[src/rtl/hamming_pkg.sv]
// Shared types, bit-position masks, FSM states and Hamming(12,8) helpers
// for the stripe corrector. Vector index i holds Hamming position i+1.
package hamming_pkg;

  localparam int CW_W = 12;
  localparam int SY_W = 4;

  typedef logic [CW_W-1:0] codeword_t;
  typedef logic [SY_W-1:0] syndrome_t;

  // Parity bits sit at indices 0, 1, 3, 7; the decoder extracts the rest.
  localparam codeword_t PARITY_IDX = 12'b0000_1000_1011;
  localparam codeword_t DATA_IDX   = 12'b1111_0111_0100;

  typedef enum logic [2:0] {
    ST_IDLE  = 3'd0,
    ST_SYND  = 3'd1,
    ST_FIX   = 3'd2,
    ST_EMIT0 = 3'd3,
    ST_EMIT1 = 3'd4
  } stripe_state_t;

  // Syndrome bit k is the XOR of every bit whose position has bit k set.
  function automatic syndrome_t calc_syndrome(input codeword_t cw);
    syndrome_t s;
    logic [3:0] pos;
    s = 4'd0;
    for (int i = 0; i < CW_W; i++) begin
      pos = 4'(i + 1);
      for (int k = 0; k < SY_W; k++) begin
        s[k] = s[k] ^ (cw[i] & pos[k]);
      end
    end
    return s;
  endfunction

  // Syndromes 1..12 point at a real bit position and can be repaired.
  function automatic logic is_correctable(input syndrome_t s);
    return (s != 4'd0) && (s <= 4'd12);
  endfunction

  // Syndromes 13..15 point past the end of the codeword.
  function automatic logic is_uncorrectable(input syndrome_t s);
    return (s >= 4'd13);
  endfunction

  // Flip the bit the syndrome names; anything else passes through.
  function automatic codeword_t flip_bit(input codeword_t cw, input syndrome_t s);
    codeword_t mask;
    mask = 12'd1 << (s - 4'd1);
    return is_correctable(s) ? (cw ^ mask) : cw;
  endfunction

endpackage

[src/rtl/hamming_syndrome.sv]
// Combinational Hamming(12,8) syndrome of one codeword.
module hamming_syndrome
  import hamming_pkg::*;
(
  input  codeword_t cw,
  output syndrome_t synd
);

  assign synd = calc_syndrome(cw);

endmodule

[src/rtl/hamming_stripe_corrector.sv]
// Stripe read-path corrector: computes syndromes for D0, D1 and P, repairs
// single-bit errors, rebuilds one lost data word from the other plus parity,
// then emits D0 and D1 serially and keeps saturating error statistics.
module hamming_stripe_corrector
  import hamming_pkg::*;
(
  input  logic        clk,
  input  logic        reset,
  input  logic        in_valid,
  output logic        in_ready,
  input  logic [11:0] in_d0,
  input  logic [11:0] in_d1,
  input  logic [11:0] in_p,
  input  logic        cnt_clr,
  output logic        out_valid,
  output logic        out_blk,
  output logic [11:0] out_data,
  output logic        out_sel_blk,
  output logic [3:0]  out_synd,
  output logic        out_err,
  output logic [15:0] cnt_corrected,
  output logic [15:0] cnt_rebuilt,
  output logic [15:0] cnt_fail
);

  // Saturating add of a small increment to a 16-bit statistic.
  function automatic logic [15:0] sat_add(input logic [15:0] c, input logic [1:0] inc);
    logic [16:0] sum;
    sum = {1'b0, c} + {15'd0, inc};
    return sum[16] ? 16'hFFFF : sum[15:0];
  endfunction

  stripe_state_t state_q, state_d;
  codeword_t cap_d0_q, cap_d0_d, cap_d1_q, cap_d1_d, cap_p_q, cap_p_d;
  syndrome_t s0_q, s0_d, s1_q, s1_d, sp_q, sp_d;
  codeword_t fin_d1_q, fin_d1_d;
  logic      sel1_q, sel1_d, err_q, err_d;
  logic        in_ready_q, in_ready_d, out_valid_q, out_valid_d, out_blk_q, out_blk_d;
  logic [11:0] out_data_q, out_data_d;
  logic        out_sel_q, out_sel_d, out_err_q, out_err_d;
  logic [3:0]  out_synd_q, out_synd_d;
  logic [15:0] cnt_cor_q, cnt_cor_d, cnt_reb_q, cnt_reb_d, cnt_fail_q, cnt_fail_d;

  syndrome_t syn0_s, syn1_s, synp_s;
  codeword_t c0_s, c1_s, cp_s, fin0_s, fin1_s;
  logic      u0_s, u1_s, up_s, fail_s, reb0_s, reb1_s, sel0_s, sel1_s;
  logic [1:0] cor_cnt_s;

  hamming_syndrome u_syn_d0 (.cw(cap_d0_q), .synd(syn0_s));
  hamming_syndrome u_syn_d1 (.cw(cap_d1_q), .synd(syn1_s));
  hamming_syndrome u_syn_p  (.cw(cap_p_q),  .synd(synp_s));

  // Correction / rebuild datapath evaluated from the registered syndromes.
  always_comb begin
    c0_s   = flip_bit(cap_d0_q, s0_q);
    c1_s   = flip_bit(cap_d1_q, s1_q);
    cp_s   = flip_bit(cap_p_q, sp_q);
    u0_s   = is_uncorrectable(s0_q);
    u1_s   = is_uncorrectable(s1_q);
    up_s   = is_uncorrectable(sp_q);
    fail_s = (u0_s & u1_s) | ((u0_s | u1_s) & up_s);
    reb0_s = u0_s & ~u1_s & ~up_s;
    reb1_s = u1_s & ~u0_s & ~up_s;
    if (fail_s) begin
      fin0_s = cap_d0_q;
      fin1_s = cap_d1_q;
    end else begin
      fin0_s = reb0_s ? (c1_s ^ cp_s) : c0_s;
      fin1_s = reb1_s ? (c0_s ^ cp_s) : c1_s;
    end
    sel0_s    = ~fail_s & (reb0_s | is_correctable(s0_q));
    sel1_s    = ~fail_s & (reb1_s | is_correctable(s1_q));
    cor_cnt_s = {1'b0, is_correctable(s0_q)} + {1'b0, is_correctable(s1_q)}
              + {1'b0, is_correctable(sp_q)};
  end

  // Next-state, output and counter logic for the stripe sequencer.
  always_comb begin
    state_d     = state_q;
    cap_d0_d    = cap_d0_q;
    cap_d1_d    = cap_d1_q;
    cap_p_d     = cap_p_q;
    s0_d        = s0_q;
    s1_d        = s1_q;
    sp_d        = sp_q;
    fin_d1_d    = fin_d1_q;
    sel1_d      = sel1_q;
    err_d       = err_q;
    out_valid_d = 1'b0;
    out_blk_d   = out_blk_q;
    out_data_d  = out_data_q;
    out_sel_d   = out_sel_q;
    out_synd_d  = out_synd_q;
    out_err_d   = out_err_q;
    cnt_cor_d   = cnt_cor_q;
    cnt_reb_d   = cnt_reb_q;
    cnt_fail_d  = cnt_fail_q;
    case (state_q)
      ST_IDLE: begin
        if (in_valid) begin
          cap_d0_d = in_d0;
          cap_d1_d = in_d1;
          cap_p_d  = in_p;
          state_d  = ST_SYND;
        end else begin
          state_d  = ST_IDLE;
        end
      end
      ST_SYND: begin
        s0_d    = syn0_s;
        s1_d    = syn1_s;
        sp_d    = synp_s;
        state_d = ST_FIX;
      end
      ST_FIX: begin
        out_valid_d = 1'b1;
        out_blk_d   = 1'b0;
        out_data_d  = fin0_s;
        out_sel_d   = sel0_s;
        out_synd_d  = s0_q;
        out_err_d   = fail_s;
        fin_d1_d    = fin1_s;
        sel1_d      = sel1_s;
        err_d       = fail_s;
        cnt_cor_d   = sat_add(cnt_cor_q, cor_cnt_s);
        cnt_reb_d   = sat_add(cnt_reb_q, {1'b0, reb0_s | reb1_s} & {2{~fail_s}});
        cnt_fail_d  = sat_add(cnt_fail_q, {1'b0, fail_s});
        state_d     = ST_EMIT0;
      end
      ST_EMIT0: begin
        out_valid_d = 1'b1;
        out_blk_d   = 1'b1;
        out_data_d  = fin_d1_q;
        out_sel_d   = sel1_q;
        out_synd_d  = s1_q;
        out_err_d   = err_q;
        state_d     = ST_EMIT1;
      end
      ST_EMIT1: begin
        state_d = ST_IDLE;
      end
      default: begin
        state_d = ST_IDLE;
      end
    endcase
    in_ready_d = (state_d == ST_IDLE);
    if (cnt_clr) begin
      cnt_cor_d  = 16'd0;
      cnt_reb_d  = 16'd0;
      cnt_fail_d = 16'd0;
    end else begin
      cnt_cor_d  = cnt_cor_d;
    end
  end

  // State, datapath and registered-output flops.
  always_ff @(posedge clk or posedge reset) begin
    if (reset) begin
      state_q     <= ST_IDLE;
      cap_d0_q    <= 12'd0;
      cap_d1_q    <= 12'd0;
      cap_p_q     <= 12'd0;
      s0_q        <= 4'd0;
      s1_q        <= 4'd0;
      sp_q        <= 4'd0;
      fin_d1_q    <= 12'd0;
      sel1_q      <= 1'b0;
      err_q       <= 1'b0;
      in_ready_q  <= 1'b1;
      out_valid_q <= 1'b0;
      out_blk_q   <= 1'b0;
      out_data_q  <= 12'd0;
      out_sel_q   <= 1'b0;
      out_synd_q  <= 4'd0;
      out_err_q   <= 1'b0;
      cnt_cor_q   <= 16'd0;
      cnt_reb_q   <= 16'd0;
      cnt_fail_q  <= 16'd0;
    end else begin
      state_q     <= state_d;
      cap_d0_q    <= cap_d0_d;
      cap_d1_q    <= cap_d1_d;
      cap_p_q     <= cap_p_d;
      s0_q        <= s0_d;
      s1_q        <= s1_d;
      sp_q        <= sp_d;
      fin_d1_q    <= fin_d1_d;
      sel1_q      <= sel1_d;
      err_q       <= err_d;
      in_ready_q  <= in_ready_d;
      out_valid_q <= out_valid_d;
      out_blk_q   <= out_blk_d;
      out_data_q  <= out_data_d;
      out_sel_q   <= out_sel_d;
      out_synd_q  <= out_synd_d;
      out_err_q   <= out_err_d;
      cnt_cor_q   <= cnt_cor_d;
      cnt_reb_q   <= cnt_reb_d;
      cnt_fail_q  <= cnt_fail_d;
    end
  end

  assign in_ready      = in_ready_q;
  assign out_valid     = out_valid_q;
  assign out_blk       = out_blk_q;
  assign out_data      = out_data_q;
  assign out_sel_blk   = out_sel_q;
  assign out_synd      = out_synd_q;
  assign out_err       = out_err_q;
  assign cnt_corrected = cnt_cor_q;
  assign cnt_rebuilt   = cnt_reb_q;
  assign cnt_fail      = cnt_fail_q;

endmodule

[config.mk]
export PLATFORM = sky130hd
export DESIGN_NAME = hamming_stripe_corrector
export DESIGN_NICKNAME = d
export VERILOG_FILES = /design/src/rtl/hamming_pkg.sv /design/src/rtl/hamming_syndrome.sv /design/src/rtl/hamming_stripe_corrector.sv
export SDC_FILE = /design/constraint.sdc
export NUM_CORES = 1
export LEC_CHECK = 0
export CORE_MARGIN = 3
export CORE_UTILIZATION = 30
export DETAILED_ROUTE_END_ITERATION = 16
export MAX_ROUTING_LAYER = met4
export PLACE_DENSITY = 0.6
export SLEW_MARGIN = 20
export SYNTH_ARGS = -nofsm -noshare
export SYNTH_HDL_FRONTEND = slang
export SYNTH_HIERARCHICAL = 1
export SYNTH_SLANG_ARGS = --single-unit
[constraint.sdc]
create_clock -name clk -period 13.54 [get_ports clk]
set_input_delay 2.708 -clock clk [delete_from_list [all_inputs] [get_ports clk]]
set_output_delay 2.708 -clock clk [all_outputs]
set_load 0.02 [all_outputs]
==> impl_results.md, run 1 <==
- Clock transition at path regs: 0.06 ns
- Final setup violation count: 0
- Final Cell Area: 0.0100 mm²
- WP data required: 10.83 ns
- Starting density of the core: 30.6%
- Critical path arrival: 1.58 ns
- FFs w/ async S/R, synth: 100%
- Largest buffer count on any clock path: 2
- Power Dens Cells: 249 mW/mm²
- P_leak: 3.98 nW
- Post-Route WL: 21,800 µm
- CP Depth: 1
- Die Span Y: 170 µm
- Initial antenna violation count: 0
- Die ar.: 0.0288 mm²
- CTS tree: done
- Die Wd: ~170 µm
- Hold Crit Start: fin_d1_q[11]
- Crit-path cells: clkdlybuf4s50_1
- CTS sink cnt: about 130
- Status: finished, final reports clean
- Post-Synthesis Cells: 776
- Vias: 6,420
- Largest net degree at the start of global routing: 90
- Row count: 59
- Core box area: 0.0262 mm²
- Fillers: 2,605
- R2R Path Start: s1_q[1]
- Via/cell ratio: between 5 and 6
- Syn Std Cell Area: about 0.0080 mm²
- Most instantiated cells after synthesis: dfrtp_1 (133), nor2_1 (62), xnor2_1 (52), mux2_2 (48), o21ai_0 (44)
- Seq/Total Area, Yosys: 41.8%
- Clock root buffer: clkbuf_16
- DRT iter0 DRCs: 471
- Final min period: 4.29 ns
- RSZ-0062 raised after global routing: false
- First-pass GRT wire length: between 30,000 and 40,000 µm
- Wire per inst: 17.9 µm
- Final Hold Fails: 0
- Overall Global Routing Usage: 15.7%
- Relative slew slack: 34.4%
- Crit path kind: reg2out
- Remaining Overflow, GRT: 0
- Routability cong.: 0.854
- I/O pins: between 100 and 150
- Post-DRT Antenna Nets: 0
- Crit. End Element: output port
- Period utilization: 31.7%
- Setup_tns: 0 ns
- CP max FO: 9
- Startpoint types: register
- H-tree depth: 4
- Most used flip-flop cell after synthesis: dfrtp_1
- Postcts setup bufs: 0
- Count leader, synth: dfrtp_1
- Slew Limit Fails: 0
- Clk_lat worst skew: around 0.42 ns
- Ys Warns: 6
- CP bufs+invs: 1
- Synth top area share: roughly 41%
- Crit-path slowest cell: clkdlybuf4s50_1
- Max incr delay on CP: 0.66 ns
- Hpwl dp: between 15,000 and 20,000 µm
- Peak supply drop: 0.113 mV
- Synth Net Count: approximately 800
- Final core occ: approximately two fifths
- Crit path from: cnt_corrected[5]
- Synth unique cells: 70
- Yosys reg bits: approximately 130
- Placement-stage cell area: ~0.0094 mm²
- Post_cts resized: 0
- Worst path top cell family by delay: buffers and inverters
- Syn avg cell area: 10.3 µm²
- Cts hold-fix bufs: 0
- Highest Clock Rate: around 0.23 GHz
- Antenna Cells: 0
- Post-synth EDFFs: 0
- Layout Skew: 0.00844 ns
- Reg2Reg Depth: 10
- Hold/Removal Path Class: reg2reg
- IO buf count: 108
- Max-Cap Viols: 0
- Syn-to-layout area delta: 25.0%
- Ranking of synthesized cells by area: dfrtp_1 (41%), mux2_2 (6.7%), xnor2_1 (5.7%)
- Drt first pass iters: 5
- Cell taking the most area after synthesis: dfrtp_1
- Num CTS Buffers: 17
- Final net count: 916
- Layout cells sized above 1: 13.5%
- Vias in the first global route: 6,043
- Worst-Margin Slew: 0.983 ns
- Hold depth: 2
- Drt drc: 0
-- cell usage in the layout (no fill, tap or decap), types with 11 or more instances in the layout --
master | synthesis | routed
a211oi_1 | 12 | 12
a21oi_1 | 37 | 37
buf_4 | 1 | 11
clkbuf_16 | 0 | 17
clkdlybuf4s50_1 | 0 | 108
dfrtp_1 | 133 | 133
inv_1 | 14 | 13
mux2_2 | 48 | 48
mux2i_1 | 11 | 11
nand2_1 | 35 | 35
nand3_1 | 14 | 14
nor2_1 | 62 | 62
nor3_1 | 35 | 35
nor4b_1 | 12 | 11
nor4bb_1 | 11 | 11
o21ai_0 | 44 | 44
xnor2_1 | 52 | 52
xnor3_1 | 15 | 15
xor2_1 | 39 | 39
-- path summary, 6_finish.rpt --
check	to	slack [ns]
setup / recovery	cnt_corrected[5]	9.25
hold / removal	fin_d1_q[11]	0.47
setup reg to reg	cnt_corrected[10]	9.74
hold reg to reg	fin_d1_q[11]	0.47
max in group asynchronous	cap_d1_q[0]	9.60
min in group asynchronous	cnt_corrected[8]	2.83
-- routing by layer --
| layer | routed length [µm] | GRT usage (%) | vias up |
|---|---|---|---|
| met4 | 140 | 2.77 | 0 |
| met5 | 0 | - | - |
| li1 | - | - | 3045 |
| met3 | 1580 | 3.19 | 10 |
| met1 | 9970 | 21.7 | 3144 |
| met2 | 10100 | 24.3 | 221 |
-- logic make-up (layout without fill, tap and decap cells) --
| family | Yosys count | after routing | synth area share [%] |
|---|---|---|---|
| XOR/XNOR | 106 | 106 | 14.1 |
| AND/OR/NAND/NOR | 255 | 255 | 19.0 |
| flip-flops | 134 | 134 | 41.8 |
| buffers and inverters | 60 | 165 | 3.24 |
| AO/OA/AOI/OAI | 153 | 153 | 12.1 |
| multiplexers | 59 | 59 | 8.11 |
| adder cells (fa/ha/maj) | 9 | 9 | 1.56 |
-- registers in the layout, summed over array words and instances (netlist names), 3 cells and up --
signal and cells:
sp_q 4, state_q 3, cap_d0_q 12, cap_d1_q 12
s0_q 4, cnt_fail 16, out_data 12, fin_d1_q 12
s1_q 4, cnt_rebuilt 16, out_synd 4, cnt_corrected 16
cap_p_q 12
-- final cells by class --
type | instances | area (µm²) | area share, %
multi-input combinational | 582 | 4430 | 44.2
sequential | 134 | 3350 | 33.4
tap | 335 | 419 | 4.18
clock buffer | 19 | 453 | 4.51
inverter | 14 | 57.6 | 0.574
clock inverter | 13 | 155 | 1.55
timing repair buffer | 119 | 1160 | 11.6
-- per-stage QoR --
step           total power, mW  hold WS [ns]  std cells  setup slack (ns)
2_1_floorplan             1.67         0.440        776              7.25
3_3_place_gp              2.00         0.464       1184              9.03
3_5_place_dp              2.03         0.463       1184              9.02
4_1_cts                   2.51         0.478       1216              9.25
5_1_grt                   2.67         0.498       1216              9.16
6_report                  2.49         0.474       1216              9.25
-- report_power, final --
group          internal, mW  switching (mW)  leakage (nW)  total, mW
sequential            0.542           0.249          1.68      0.791
combinational         0.641           0.584          2.00       1.22
clock                 0.298           0.181         0.295      0.479
total                  1.48            1.01          3.98       2.49
(Power assumes the default switching activity.)
==> inputs of run 2 (changes only) <==
==> constraint.sdc (replaced) <==
create_clock -name clk -period 4.1 [get_ports clk]
set_input_delay 0.82 -clock clk [delete_from_list [all_inputs] [get_ports clk]]
set_output_delay 0.82 -clock clk [all_outputs]
set_load 0.02 [all_outputs]
==> impl_results.md, run 2 (synthesis results as in run 1) <==
- Status: finished, final reports clean (unchanged)
- Final net count: 920 (was 916)
- Critical path arrival: 3.96 ns (was 1.58 ns)
- Postcts setup bufs: 0 (unchanged)
- Clock root buffer: clkbuf_16 (unchanged)
- WP data required: 4.42 ns (was 10.83 ns)
- Routability cong.: 0.854 (about the same)
- Highest Clock Rate: 0.274 GHz
- CP max FO: 17 (was 9)
- Core box area: 0.0262 mm² (unchanged)
- Drt first pass iters: 5 (unchanged)
- Die Wd: 170 µm (unchanged)
- Overall Power: 8.46 mW (was 2.49 mW)
- Wire per inst: 17.8 µm (was 17.9 µm)
- H-tree depth: 4 (unchanged)
- Row count: 59 (unchanged)
- Reg2reg setup slack: 0.45 ns (was 9.74 ns)
- Initial antenna violation count: 0 (unchanged)
- Final min period: 3.65 ns
- Hold/Removal Path Class: reg2reg (unchanged)
- Die Span Y: 170 µm (unchanged)
- R2r endpoint: cnt_corrected[10] (unchanged)
- Period utilization: 88.9%
- First-pass GRT wire length: 34,300 µm (was 34,700 µm)
- Die ar.: 0.0288 mm² (unchanged)
- Post_cts resized: 0 (unchanged)
- Drt drc: 0 (unchanged)
- Slew Limit Fails: 0 (unchanged)
- IO buf count: 108 (unchanged)
- Final Hold Fails: 0 (unchanged)
- Final Cell Area: 0.0101 mm² (was 0.0100 mm²)
- Crit path kind: reg2reg (was reg2out)
- Relative slew slack: 31.1% (was 34.4%)
- DRT iter0 DRCs: 581 (was 471)
- Remaining Overflow, GRT: 0 (unchanged)
- Crit path from: s1_q[2] (was cnt_corrected[5])
- I/O pins: 109 (unchanged)
- Syn-to-layout area delta: 26.2% (was 25.0%)
- Post-Route WL: 21,700 µm (was 21,800 µm)
- R2R Path Start: s1_q[2] (was s1_q[1])
- P_leak: 4.03 nW (was 3.98 nW)
- CTS sink cnt: 134 (unchanged)
- Crit path capture: cnt_corrected[10] (was cnt_corrected[5])
- Num CTS Buffers: 17 (unchanged)
- Max-Cap Viols: 0 (unchanged)
- Hpwl dp: 15,700 µm (was 15,500 µm)
- Peak supply drop: 0.405 mV (was 0.113 mV)
- Layout Skew: 0.0115 ns (was 0.00844 ns)
- Setup ws final: 0.455 ns (was 9.25 ns)
- Most common cell after layout, fill and taps aside: dfrtp_1 (unchanged)
- Largest buffer count on any clock path: 2 (unchanged)
- Crit. End Element: register (was output port)
- Layout cells sized above 1: 13.9% (was 13.5%)
- Overall Global Routing Usage: 15.6% (was 15.7%)
- Largest net degree at the start of global routing: 135 (was 90)
- Antenna Cells: 0 (unchanged)
- Placement-stage cell area: 0.00947 mm² (was 0.00942 mm²)
- Cts hold-fix bufs: 0 (unchanged)
- Clock transition at path regs: 0.06 ns (about the same)
- Worst-Margin Slew: 1.03 ns (was 0.983 ns)
- Via/cell ratio: 5.19 (was 5.28)
- Setup_tns: 0 ns (unchanged)
- Hold depth: 2 (unchanged)
- Pre-CTS WS: 0.523 ns (was 9.02 ns)
- Post-DRT Antenna Nets: 0 (unchanged)
- Vias in the first global route: 5,962 (was 6,043)
- Vias: 6,335 (was 6,420)
- CTS tree: done (unchanged)
- Starting density of the core: 30.6% (unchanged)
- Reg2Reg Depth: 10 (unchanged)
- Most frequent cells in the layout: dfrtp_1 (133), clkdlybuf4s50_1 (108), nor2_1 (62) (unchanged)
- Power Dens Cells: 835 mW/mm² (was 249 mW/mm²)
- RSZ-0062 raised after global routing: false (unchanged)
- Startpoint types: register (unchanged)
- Final setup violation count: 0 (unchanged)
- Clk_lat worst skew: 0.42 ns (about the same)
-- run 2: cell types whose count changed in the layout (fill, tap and decap cells not counted) --
| cell | change |
|---|---|
| clkinv_2 | -3 |
| clkinvlp_4 | -2 |
| clkinv_4 | +2 |
| clkbuf_8 | -1 |
| bufinv_16 | +2 |
| inv_6 | +2 |
| buf_12 | +1 |
| buf_4 | +3 |
-- run 2: how the worst min path moves through the flow --
stage / from / end / slack [ns]
global route: fin_d1_q[11] / fin_d1_q[11] / 0.51
detailed placement: fin_d1_q[11] / fin_d1_q[11] / 0.46
floorplan: fin_d1_q[11] / fin_d1_q[11] / 0.44
global placement: fin_d1_q[11] / fin_d1_q[11] / 0.46
finish: fin_d1_q[11] / fin_d1_q[11] / 0.48
CTS: fin_d1_q[11] / fin_d1_q[11] / 0.48
-- run 2: layout make-up --
type	count	area, µm²
fillers	2580	16100
multi-input cells	582	4430
flip-flops and latches	134	3350
repair buffers	123	1210
clock buffers	18	439
well taps	335	419
clock inverters	14	221
inverters	14	56.3
-- run 2: worst max-delay path: stages, from the launching register on --
cell      delay [ns]
dfrtp_1         0.54
or4_1           0.46
nand2_1         0.14
fa_1            0.43
inv_1           0.07
ha_1            0.17
fa_1            0.26
nand4_1         0.28
nor4_1          0.69
nor3_1          0.17
a311oi_1        0.33
-- run 2: through the flow --
step	cells	util, %	hold WS [ns]
2_1_floorplan	776	-	0.440
3_3_place_gp	1188	36.1	0.456
3_5_place_dp	1188	36.1	0.461
4_1_cts	1220	38.6	0.477
5_1_grt	1220	38.6	0.513
6_report	1220	38.6	0.478
-- run 2: per-layer routing --
layer	GRT usage [%]	routed length, µm	vias to the layer above
met4	2.99	142	0
met1	21.6	10400	3105
li1	-	-	3046
met2	24.0	10200	171
met3	3.03	1050	13
met5	-	0	-
-- run 2: report_power, final --
| group | switching [mW] | internal (mW) | total (mW) |
|---|---|---|---|
| registers | 0.750 | 1.79 | 2.54 |
| clock network | 0.625 | 1.10 | 1.73 |
| logic | 2.04 | 2.14 | 4.19 |
| total | 3.42 | 5.04 | 8.46 |
